<file path="src/rtl/seg7_bcd_capture.sv">
// Receive end of the 7-segment path: samples a scanned 4-digit segment bus,
// waits for each digit pattern to dwell, then decodes it back to BCD.
module seg7_bcd_capture #(
  parameter int STABLE_CYCLES = 4
) (
  input  logic        clk,
  input  logic        rst,
  input  logic [6:0]  s,
  input  logic [3:0]  an,
  output logic [15:0] digits,
  output logic [3:0]  valid,
  output logic [3:0]  err,
  output logic        frame_done
);

  localparam int CNT_W = $clog2(STABLE_CYCLES);
  localparam logic [CNT_W-1:0] CNT_MAX = CNT_W'(STABLE_CYCLES - 1);

  typedef enum logic [1:0] {IDLE, DWELL, HELD} state_t;

  state_t           state, state_n;
  logic [CNT_W-1:0] cnt, cnt_n;
  logic [3:0]       an_p0;
  logic [6:0]       s_p0;
  logic [3:0]       seen;
  logic             in_onehot, stable, capture;
  logic [4:0]       dec_p0;
  logic [1:0]       idx_p0;
  logic [3:0]       seen_set;

  // {legal, bcd}; blank decodes to F and still counts as legal
  function automatic logic [4:0] seg_decode(input logic [6:0] seg);
    case (seg)
      7'b1111110: seg_decode = 5'b1_0000;
      7'b0110000: seg_decode = 5'b1_0001;
      7'b1101101: seg_decode = 5'b1_0010;
      7'b1111001: seg_decode = 5'b1_0011;
      7'b0110011: seg_decode = 5'b1_0100;
      7'b1011011: seg_decode = 5'b1_0101;
      7'b1011111: seg_decode = 5'b1_0110;
      7'b1110000: seg_decode = 5'b1_0111;
      7'b1111111: seg_decode = 5'b1_1000;
      7'b1111011: seg_decode = 5'b1_1001;
      7'b0000000: seg_decode = 5'b1_1111;
      default:    seg_decode = 5'b0_0000;
    endcase
  endfunction

  function automatic logic [1:0] onehot_index(input logic [3:0] a);
    case (a)
      4'b0010: onehot_index = 2'd1;
      4'b0100: onehot_index = 2'd2;
      4'b1000: onehot_index = 2'd3;
      default: onehot_index = 2'd0;
    endcase
  endfunction

  always_comb begin
    in_onehot = $onehot(an);
    stable    = in_onehot && (an == an_p0) && (s == s_p0);
    capture   = (state == DWELL) && (cnt == CNT_MAX);
    dec_p0    = seg_decode(s_p0);
    idx_p0    = onehot_index(an_p0);
    seen_set  = seen | (4'b0001 << idx_p0);
  end

  always_comb begin
    state_n = state;
    cnt_n   = cnt;
    if (!stable) begin
      cnt_n   = '0;
      state_n = in_onehot ? DWELL : IDLE;
    end else begin
      if (cnt != CNT_MAX) cnt_n = cnt + CNT_W'(1);
      if (capture) state_n = HELD;
    end
  end

  // stage p0: sample register and dwell tracking
  always_ff @(posedge clk) begin
    if (rst) begin
      state <= IDLE;
      cnt   <= '0;
      an_p0 <= '0;
    end else begin
      state <= state_n;
      cnt   <= cnt_n;
      an_p0 <= an;
    end
  end

  always_ff @(posedge clk) begin
    s_p0 <= s;
  end

  // stage p1: decoded capture into the digit fields and frame mask
  always_ff @(posedge clk) begin
    if (rst) begin
      digits     <= 16'hFFFF;
      valid      <= 4'b0000;
      err        <= 4'b0000;
      seen       <= 4'b0000;
      frame_done <= 1'b0;
    end else begin
      frame_done <= 1'b0;
      if (capture) begin
        if (dec_p0[4]) begin
          digits[{idx_p0, 2'b00} +: 4] <= dec_p0[3:0];
          valid[idx_p0] <= 1'b1;
          err[idx_p0]   <= 1'b0;
        end else begin
          valid[idx_p0] <= 1'b0;
          err[idx_p0]   <= 1'b1;
        end
        if (seen_set == 4'b1111) begin
          frame_done <= 1'b1;
          seen       <= 4'b0000;
        end else begin
          seen <= seen_set;
        end
      end
    end
  end

endmodule

</file>
<file path="config.mk">
export PLATFORM = sky130hd
export DESIGN_NAME = seg7_bcd_capture
export DESIGN_NICKNAME = d
export VERILOG_FILES = /design/src/rtl/seg7_bcd_capture.sv
export SDC_FILE = /design/constraint.sdc
export NUM_CORES = 1
export LEC_CHECK = 0
export BUFFER_PORTS_ARGS = -buffer_cell sky130_fd_sc_hd__clkbuf_2
export CORE_ASPECT_RATIO = 1.2
export CORE_MARGIN = 2
export CORE_UTILIZATION = 55
export DETAILED_ROUTE_END_ITERATION = 16
export GPL_TIMING_DRIVEN = 0
export PLACE_DENSITY = 0.85
export SYNTH_ARGS = -nofsm -noshare
export SYNTH_HDL_FRONTEND = slang
export SYNTH_SLANG_ARGS = --single-unit
</file>
<file path="constraint.sdc">
create_clock -name clk -period 4.3 [get_ports clk]
set_input_delay 0.43 -clock clk [delete_from_list [all_inputs] [get_ports clk]]
set_output_delay 0.43 -clock clk [all_outputs]
set_load 0.1 [all_outputs]
</file>
==> impl_metrics.csv <==
group,metric,value,unit
yosys,ys_types,50,
place,io_buffers,36,
worst_setup_path,r2r_cells,9,
timing,post-route-period-util,61.0,%
die,rows,25,
worst_setup_path,path_class,"input port to flop",
timing,fmax,0.381,GHz
global_routing,antenna_found_initial,0,
clock_tree,clock_sinks,44,
die,dieArea,4570,um2
worst_setup_path,slowest_delay,0.54,ns
pwr,clkPwrFrac,37.7,%
min_path,hp-class,"input port to flop",
yosys,ys_seq_area_share,39.6,%
worst_setup_path,start_kind,"input port",
yosys,yosysWarnings,0,
final_layout,area_growth,16.0,%
final_layout,antennaDiodeCount,0,
timing,fin_crit,2.62,ns
drt,num_vias,1887,
final_layout,final_core_util,66.0,%
min_path,hold_depth,1,
worst_setup_path,reg2reg_to,"digits[13]",
worst_setup_path,cp.arrival,2.85,ns
worst_setup_path,startpoint,"an[0]",
place,place_hpwl,3.53,mm
clock_tree,htree_levels,2,
global_routing,grt_max_degree,14,
pwr,p_switching,0.000196,W
timing,setup_viol,0,
worst_setup_path,critPathCaptureType,"flop",
pwr,p_sw_share,23.9,%
timing,clock_skew,0.00996,ns
place,gp_congestion,0.810,
drt,drt_iter0_markers,172,
pwr,pwr-share-comb,11.1,%
global_routing,grt_pass1_wl,8.27,mm
worst_setup_path,rr_startpoint,"an_p0[3]",
drt,wl,4.78,mm
die,start_util,56.9,%
yosys,synth_top_cell_by_area,"dfxtp_1",
worst_setup_path,cp-endpoint,"cnt[0]",
yosys,ys_ff_latch,44,
clock_tree,clock_latency,0.30,ns
yosys,synth_edf_count,0,
clock_tree,cts_root_buffer,"clkbuf_8",
status,outcome,"complete, no violations",
clock_tree,cts_setup_buffers,0,
timing,rsz0062_at_grt,"false",
yosys,syn-cell-area,2220,um2
worst_setup_path,reg2reg_slack,2.04,ns
worst_setup_path,critPathTopFamily,"simple AND/OR/NAND/NOR gates",
global_routing,overflow,0,
worst_setup_path,crit_buf_inv,3,
yosys,ys.flop_type,"dfxtp_1",
yosys,synth.most_common_cell,"dfxtp_1",
clock_tree,holdBufCountCts,0,
pwr,powerDensity,317,nW/um2
clock_tree,clk_pin_slew_worst_paths,0.08,ns
drt,first_pass_iters,4,
final_layout,register_area,881,um2
yosys,async_reset_ff_share,0,%
timing,worst_slack,1.68,ns
global_routing,grt_pass1_vias,1817,
pwr,p_int,0.000623,W
pwr,p_leak,1.14,nW
yosys,synth_area_per_cell,9.26,um2
yosys,syn-instance-count,240,
drt,drc,0,
die,die_w,62.0,um
yosys,netlist_top_cells_area,"dfxtp_1 40%, ha_1 5.6%, a21oi_1 5.4%",
yosys,netlist.area_leader.share,39.6,%
die,dieHeight,73.7,um
timing,worst_pin_slew,0.566,ns
timing,tns,0,ns
pwr,peakVddDrop,0.000290,V
yosys,synth_nets,264,
die,core-area,3910,um2
timing,max_slew_margin,62.0,%
global_routing,grt_usage,24.2,%
worst_setup_path,cp_slowest_cell,"fa_1",
yosys,synth_top_cells_by_count,"44 x dfxtp_1, 24 x a21oi_1, 24 x inv_1",
clock_tree,cts_max_path_buffers,2,
job,max_cap_viol_count,0,
drt,final_antenna_net_count,0,
final_layout,layout.nets,307,
clock_tree,cts_buffers,5,
clock_tree,cts_tree,"done",
place,pre_cts_slack,1.46,ns
worst_setup_path,crit_chain,"clkbuf_2 > inv_1 > fa_1 > inv_1 > ha_1 > ha_1 > nor3b_1 > nand3_1 > nor4_1 > nand2b_1 > nor2_1",
final_layout,fillers,321,
clock_tree,cts_resized,0,
timing,final-max-slew-violation-count,0,
final_layout,drive_gt1_share,21.8,%
timing,hold_viol_final,0,
pwr,fin_total_pwr,0.000818,W
worst_setup_path,required,4.53,ns
die,io_pins,38,
worst_setup_path,crit_fanout,3,
drt,wire_per_inst,14.1,um
pwr,power_frac_seq,51.3,%
drt,vias_per_cell,5.58,
final_layout,multi_input_area,1150,um2
worst_setup_path,path_depth,11,
## power by group through the flow
stage	Combinational, W	Sequential, W	Clock [W]
floorplan	0.0000662	0.000428	0
global placement	0.0000861	0.000429	0
detailed placement	0.0000890	0.000429	0
CTS	0.0000903	0.000419	0.000312
global route	0.000101	0.000420	0.000329
finish	0.0000906	0.000419	0.000308
## layout make-up
class,count,share of cell area [%]
multi-input cells,157,44.4
well taps,54,2.62
inverters,24,3.49
repair buffers,36,6.99
clock inverters,2,1.36
clock buffers,6,2.81
plain buffers,15,4.12
flip-flops and latches,44,34.2
## cell families after synthesis
family / synth area share [%]
adders and majority gates: 6.53
buffers and inverters: 8.83
and+or+nand+nor: 17.1
AOI/OAI and AO/OA: 21.6
xor gates and xnor gates: 5.91
DFF: 39.6
muxes: 0.450
## how the worst min path moves through the flow
| stage | start | endpoint | slack, ns |
|---|---|---|---|
| final | s[6] | s_p0[6] | 0.26 |
| after global routing | s[4] | s_p0[4] | 0.25 |
| after CTS | s[6] | s_p0[6] | 0.26 |
| after detailed placement | digits[1] | digits[1] | 0.46 |
| after global placement | state[1] | state[1] | 0.46 |
| after floorplan | state[1] | state[1] | 0.44 |
## through the flow
stage	instance area [um2]	hold slack, ns	cells
2_1_floorplan	2220	0.442	240
3_3_place_gp	2470	0.458	330
3_5_place_dp	2470	0.463	330
4_1_cts	2580	0.255	338
5_1_grt	2580	0.251	338
6_report	2580	0.257	338
## layout by cell type, fill, tap and decap left out, drive strengths merged, types with 2 or more instances in the layout
cell / n
nand2: 11
o31ai: 5
a311oi: 4
or3: 8
o211ai: 4
a41oi: 2
o221ai: 9
buf: 10
ha: 10
a221oi: 3
nor4: 3
dfxtp: 44
clkbuf: 46
o22ai: 3
nor2: 10
nor3b: 2
nand3b: 5
o21ai: 3
nor3: 10
a21oi: 24
and3: 2
xnor2: 12
nand3: 2
inv: 24
nand4: 2
nand2b: 5
xor2: 3
## per-layer routing
metal	global-route usage, %	vias up	wire (um)
li1	-	954	-
met1	29.4	886	2010
met2	40.3	42	2510
met3	7.04	5	205
met4	7.80	0	49
met5	0	-	0
(Power assumes the default switching activity.)
